===== src/rtl/pipe_hazard_ctrl.sv =====
// rtl/pipe_hazard_ctrl.sv - stall/flush sequencer for the 5-stage RV64 pipeline
//
// Each cycle this block produces the PC and pipeline-register enables and
// flushes. The inputs it acts on are load-use hazards, EX redirects and the
// imem/dmem ready handshakes. When a redirect arrives while a fetch is still
// outstanding, the block tracks that fetch so the stale instruction never
// reaches ID.
//
// Optional feature macro: PIPE_CTRL_PERF_EN builds the performance counters.
// When it is undefined, stall_cycles and flush_count are tied to 0.
//
// Ports:
//   clk, rst                  clock, asynchronous active-high reset
//   mem_read_EX, rd_EX        load in EX and its destination register
//   rs1_ID, rs2_ID            ID source registers
//   use_rs1_ID, use_rs2_ID    ID instruction reads rs1 / rs2
//   redirect_EX               EX resolved a taken branch/jump/trap
//   imem_req, imem_ready      fetch handshake
//   dmem_req, dmem_ready      MEM-stage data handshake
//   pc_en                     PC load enable
//   *_en                      pipeline register enables
//   *_flush                   bubble insert, only ever with matching *_en=1
//   draining                  stale fetch being discarded (IDRAIN)
//   stall_cycles, flush_count performance counters
module pipe_hazard_ctrl #(
  parameter int CNT_W = 32
) (
  input  logic             clk,
  input  logic             rst,
  input  logic             mem_read_EX,
  input  logic [4:0]       rd_EX,
  input  logic [4:0]       rs1_ID,
  input  logic [4:0]       rs2_ID,
  input  logic             use_rs1_ID,
  input  logic             use_rs2_ID,
  input  logic             redirect_EX,
  input  logic             imem_req,
  input  logic             imem_ready,
  input  logic             dmem_req,
  input  logic             dmem_ready,
  output logic             pc_en,
  output logic             if_id_en,
  output logic             id_ex_en,
  output logic             ex_mem_en,
  output logic             mem_wb_en,
  output logic             if_id_flush,
  output logic             id_ex_flush,
  output logic             mem_wb_flush,
  output logic             draining,
  output logic [CNT_W-1:0] stall_cycles,
  output logic [CNT_W-1:0] flush_count
);

  typedef enum logic [0:0] {
    RUN    = 1'b0,
    IDRAIN = 1'b1
  } state_e;

  state_e state_q, state_d;

  logic dstall;
  logic istall;
  logic lu;
  logic redir_take;

  always_comb begin
    dstall = dmem_req & ~dmem_ready;
    istall = imem_req & ~imem_ready;
    // x0 is never a real dependency, so a load targeting it cannot hazard.
    lu     = mem_read_EX & (rd_EX != 5'd0) &
             ((use_rs1_ID & (rs1_ID == rd_EX)) |
              (use_rs2_ID & (rs2_ID == rd_EX)));
  end

  always_ff @(posedge clk or posedge rst) begin
    if (rst) begin
      state_q <= RUN;
    end else begin
      state_q <= state_d;
    end
  end

  always_comb begin
    pc_en        = 1'b0;
    if_id_en     = 1'b0;
    id_ex_en     = 1'b0;
    ex_mem_en    = 1'b0;
    mem_wb_en    = 1'b0;
    if_id_flush  = 1'b0;
    id_ex_flush  = 1'b0;
    mem_wb_flush = 1'b0;
    draining     = 1'b0;
    redir_take   = 1'b0;
    state_d      = state_q;

    if (!rst) begin
      if (dstall) begin
        // EX and earlier freeze. A pending redirect is presented again next cycle.
        mem_wb_en    = 1'b1;
        mem_wb_flush = 1'b1;
      end else if (redirect_EX) begin
        pc_en       = 1'b1;
        if_id_en    = 1'b1;
        id_ex_en    = 1'b1;
        ex_mem_en   = 1'b1;
        mem_wb_en   = 1'b1;
        if_id_flush = 1'b1;
        id_ex_flush = 1'b1;
        redir_take  = 1'b1;
      end else if (lu) begin
        id_ex_en    = 1'b1;
        id_ex_flush = 1'b1;
        ex_mem_en   = 1'b1;
        mem_wb_en   = 1'b1;
      end else if (istall) begin
        if_id_en    = 1'b1;
        if_id_flush = 1'b1;
        id_ex_en    = 1'b1;
        ex_mem_en   = 1'b1;
        mem_wb_en   = 1'b1;
      end else begin
        pc_en     = 1'b1;
        if_id_en  = 1'b1;
        id_ex_en  = 1'b1;
        ex_mem_en = 1'b1;
        mem_wb_en = 1'b1;
      end

      if (state_q == IDRAIN) begin
        // The returning fetch belongs to the old path. Hold the PC and bubble
        // IF/ID until that fetch lands, including the cycle it lands in.
        pc_en    = 1'b0;
        draining = 1'b1;
        if (if_id_en) begin
          if_id_flush = 1'b1;
        end
        if (imem_ready) begin
          state_d = RUN;
        end
      end else if (redir_take && istall) begin
        state_d = IDRAIN;
      end
    end
  end

`ifdef PIPE_CTRL_PERF_EN
  logic [CNT_W-1:0] stall_cycles_q;
  logic [CNT_W-1:0] flush_count_q;

  always_ff @(posedge clk or posedge rst) begin
    if (rst) begin
      stall_cycles_q <= '0;
      flush_count_q  <= '0;
    end else begin
      if (!pc_en) begin
        stall_cycles_q <= stall_cycles_q + 1'b1;
      end
      if (redir_take) begin
        flush_count_q <= flush_count_q + 1'b1;
      end
    end
  end

  assign stall_cycles = stall_cycles_q;
  assign flush_count  = flush_count_q;
`else
  assign stall_cycles = '0;
  assign flush_count  = '0;
`endif

endmodule


===== config.mk =====
export PLATFORM = sky130hd
export DESIGN_NAME = pipe_hazard_ctrl
export DESIGN_NICKNAME = d
export VERILOG_FILES = /design/src/rtl/pipe_hazard_ctrl.sv
export SDC_FILE = /design/constraint.sdc
export NUM_CORES = 1
export LEC_CHECK = 0
export BUFFER_PORTS_ARGS = -buffer_cell sky130_fd_sc_hd__buf_4
export CORE_ASPECT_RATIO = 0.75
export CORE_MARGIN = 1.5
export CORE_UTILIZATION = 29
export DETAILED_ROUTE_END_ITERATION = 8
export PLACE_DENSITY = 0.88
export SLEW_MARGIN = 20
export SYNTH_ARGS = -nofsm -noshare
export SYNTH_HDL_FRONTEND = slang
export SYNTH_SLANG_ARGS = --single-unit

===== constraint.sdc =====
create_clock -name clk -period 1 [get_ports clk]
set_input_delay 0.05 -clock clk [delete_from_list [all_inputs] [get_ports clk]]
set_output_delay 0.05 -clock clk [all_outputs]
set_load 0.02 [all_outputs]

# Yosys cells after proc, flatten, opt, wreduce, memory -nomap -nowiden

Cells that the tools add are included.
Widths: inputs -> output; s select.

Eq/ne operators: 2
Muxes and demuxes: 35
Bitwise gates (word level): 9
Reduce and logical (&&, ||, !) cells: 2

Operators with widths:

| operator          | number |
|---|---|
| $mux 1            | 35 |
| $eq 5x5->1        | 2 |
| $and 1x1->1       | 6 |
| $reduce_bool 5->1 | 1 |
| $not 1->1         | 2 |
| $logic_and 1x1->1 | 1 |
| $or 1x1->1        | 1 |

Bits in registers: 1
Input port bits: 25
Output and inout bits: 73
Logic and storage cells: 49

# Logic depth before layout (Yosys ltp)

Word-level depth: 11
Depth in mapped cells: 5
Depth with buffers taken out: 5

# Worst setup path after synthesis

OpenSTA, ideal clock, no wires.

Path type: input to output
From: in rd_EX[1]
To: out pc_en
Data arrival time: 1,385 ps
Required time: 950 ps
Setup slack: -435 ps
Stages on the path: 4
Cell sequence: or4_4 > o21ai_2 > a21oi_2 > a2111oi_2

Cells in the longest elaborated chain, start to end: 9
Elaborated cells on any way between the ends: 13

RTL lines:

| item                                  | RTL line | source |
|---|---|---|
| start: declaration                    | 31       | `input logic [4:0] rd_EX,` |
| $eq 5x5->1, on equally long branches  | 71, 72   |  |
| $and 1x1->1, on equally long branches | 71, 72   |  |
| $or 1x1->1                            | 71       | `((use_rs1_ID & (rs1_ID == rd_EX)) \|` |
| $and 1x1->1 (*)                       | 70       | `lu = mem_read_EX & (rd_EX != 5'd0) &` |
| $mux 1 (*)                            | 110      | `end else if (lu) begin` |
| $mux 1 (*)                            | 101      | `end else if (redirect_EX) begin` |
| $mux 1 (*)                            | 97       | `if (dstall) begin` |
| $mux 1 (*)                            | 129      | `if (state_q == IDRAIN) begin` |
| $mux 1 (*)                            | 96       | `if (!rst) begin` |
| end: declaration                      | 41       | `output logic pc_en,` |

Every way passes the cells marked *; elsewhere a longest branch is shown, timed or not.

# Worst setup path in the final report

Ends and elaborated chain as after synthesis.

==> out/metrics.cfg <==
[routing]
num_vias=548
wl_mm=1.41
first_iter_violations=1
first_pass_iters=2
routed_via_density=3.15
drcViolationCount=0
wl_per_cell_um=8.13
ant_nets=0

[global_route]
grt_pass1_vias=451
grt_pass1_wl_mm=1.93
gr-usage-met3_pct=0.275
busiest_layer=met2
grt_usage_pct=8.61
antenna_found_initial=0
grt_overflow=0
grt_max_degree=5
gr-usage-met2_pct=16.2
gr-usage-met1_pct=11.4

[timing]
setup_ws_ns=-0.415
final.min_clock_period_ns=1.42
clock.fmax_ghz=0.707
rsz0062_at_grt=true
slew_viol_final=0
finalClockSkew_ns=0
min_period_over_period_pct=142
setup_viol_count_final=4
hold_viol=0

[critical_path]
rr_worst_depth=2
slowest_stage=or4_4
crit_start=rd_EX[1]
critPathCaptureType=output port
cp_top_family=simple AND/OR/NAND/NOR gates
worstPathCellList=buf_8 -> or4_4 -> o21ai_4 -> a21oi_4 -> a2111oi_4 -> buf_4
crit_arrival_ns=1.37
r2r-end=state_q
path_buf_inv=2
critPathMaxFanout=3
critPathKind=input port to output port
r2r-start=state_q
cp-start-kind=input port
required_ns=0.95
r2r_slack_ns=0.20
cp_slowest_stage_delay_ns=0.53

[run_status]
violations=negative setup slack
status=complete, but fails checks

[final_layout]
insertedDiodeCount=0
nFillCells=269
fin_area_um2=946
nNetsFinal=167
instances_no_fill=174
regArea_um2=25.0
largest_register=state_q
syn_to_final_growth_pct=26.0
top_regs=state_q (1)
drive_gt1_share_pct=37.1
largest_reg_flops=1
multi_input_area_um2=514

[floorplanning]
rows=15
dieArea_um2=2910
die_y_um=47.1
core_um2=2360
start_util_pct=31.7
ios=98
die_width_um=61.8

[power]
ir_drop_mv=0.295
power_density_nw_per_um2=588
p_total_uw=556
leakagePower_nw=0.534

[synthesis]
ys_seq_elements=1
ys_seq_area_share_pct=3.33
synth-warning-count=0
synth_area_um2=751
synth.distinct_cells=21
synth_area_leader_cell=buf_4
synth.avg_cell_area_um2=7.51
synthTopCellsByArea=buf_4 65%, xor2_1 9.3%, dfrtp_1 3.3%
synth_top_area_share_pct=65.0
synthCells=100

[job]
cap_violations=0

[clocking]
clock_latency_ns=0
path_clk_slew_ns=0
hold_buffers=0

[place]
portBuffers=33
place_congestion=0.690
dp_cells=172
dp_hpwl_mm=1.25
dpl_cell_area_um2=856

[hold_path]
hold_path_class=input port to asynchronous set/reset pin

Yosys cell counts:
library cell,instances
and2_1,1
or4_4,1
nor4_1,2
buf_4,65
inv_1,3
xor2_1,8
nor2_1,1
nand2b_1,1
conb_1,1
a2111oi_2,1
nand2_1,1
o21a_1,1
o21ai_2,1
a31oi_1,1
a21oi_2,1
o31ai_1,1
nor2b_1,2
dfrtp_1,1
xnor2_1,2
nand3_1,2
a21oi_1,3
cell families (layout without fill, tap and decap cells):
| group | Yosys count | after routing | share of synthesized area [%] |
|---|---|---|---|
| XOR/XNOR | 10 | 10 | 11.7 |
| AO/OA/AOI/OAI | 9 | 9 | 9.17 |
| flip-flops | 1 | 1 | 3.33 |
| buffers and inverters | 68 | 45 | 66.5 |
| other | 1 | 64 | 0.500 |
| AND/OR/NAND/NOR | 11 | 11 | 8.83 |
per-layer routing:
layer,wire (um),vias up
met1,499,240
met5,0,-
li1,-,268
met4,12,0
met3,102,2
met2,800,38
through the flow:
| stage | TNS [ns] | util (%) | setup slack [ns] | hold WS, ns |
|---|---|---|---|---|
| 2_1_floorplan | -0.698 | - | -0.243 | -0.136 |
| 3_3_place_gp | -1.50 | 36.2 | -0.441 | 0.0260 |
| 3_5_place_dp | -1.52 | 36.2 | -0.450 | 0.0310 |
| 4_1_cts | -1.51 | 38.7 | -0.431 | 0.0325 |
| 5_1_grt | -1.68 | 40.0 | -0.455 | 0.0879 |
| 6_report | -1.44 | 40.0 | -0.415 | 0.0492 |
area by class of cell:
| type | count | area share [%] |
|---|---|---|
| inverters | 3 | 1.19 |
| multi-input cells | 94 | 54.4 |
| flip-flops and latches | 1 | 2.65 |
| well taps | 34 | 4.50 |
| repair buffers | 42 | 37.3 |
worst reg2reg max path, delay by kind of cell, from the launching register on:
| kind | cells | cell delay, ns |
|---|---|---|
| compound gates | 2 | 0.25 |
| flops | 1 | 0.42 |
layout by cell type (no fill, tap or decap), types with 2 or more instances in the layout:
cell     count
buf_4       33
xor2_1       8
xnor2_1      2
nor2b_1      2
a21oi_2      2
conb_1      64
buf_6        8
inv_1        3
nand3_1      2
where the power goes:
part           total [mW]  switching (mW)  internal [mW]
Clock                   0               0              0
Combinational       0.505           0.337          0.168
Sequential         0.0503         0.00595         0.0444
worst max-delay path by stage:
stage	end	slack [ns]	cells past startpoint
floorplan	pc_en	-0.24	4
global placement	pc_en	-0.44	6
detailed placement	pc_en	-0.45	6
CTS	pc_en	-0.43	6
global route	pc_en	-0.46	6
finish	pc_en	-0.42	6
repair_timing:
action,in CTS,in global routing
gates resized for setup,12,5
buffers inserted,1,1
setup endpoints to repair,4,7
pin swaps,9,2
endpoints found under the hold margin,0,0
Power figures use the tool's default switching activity.
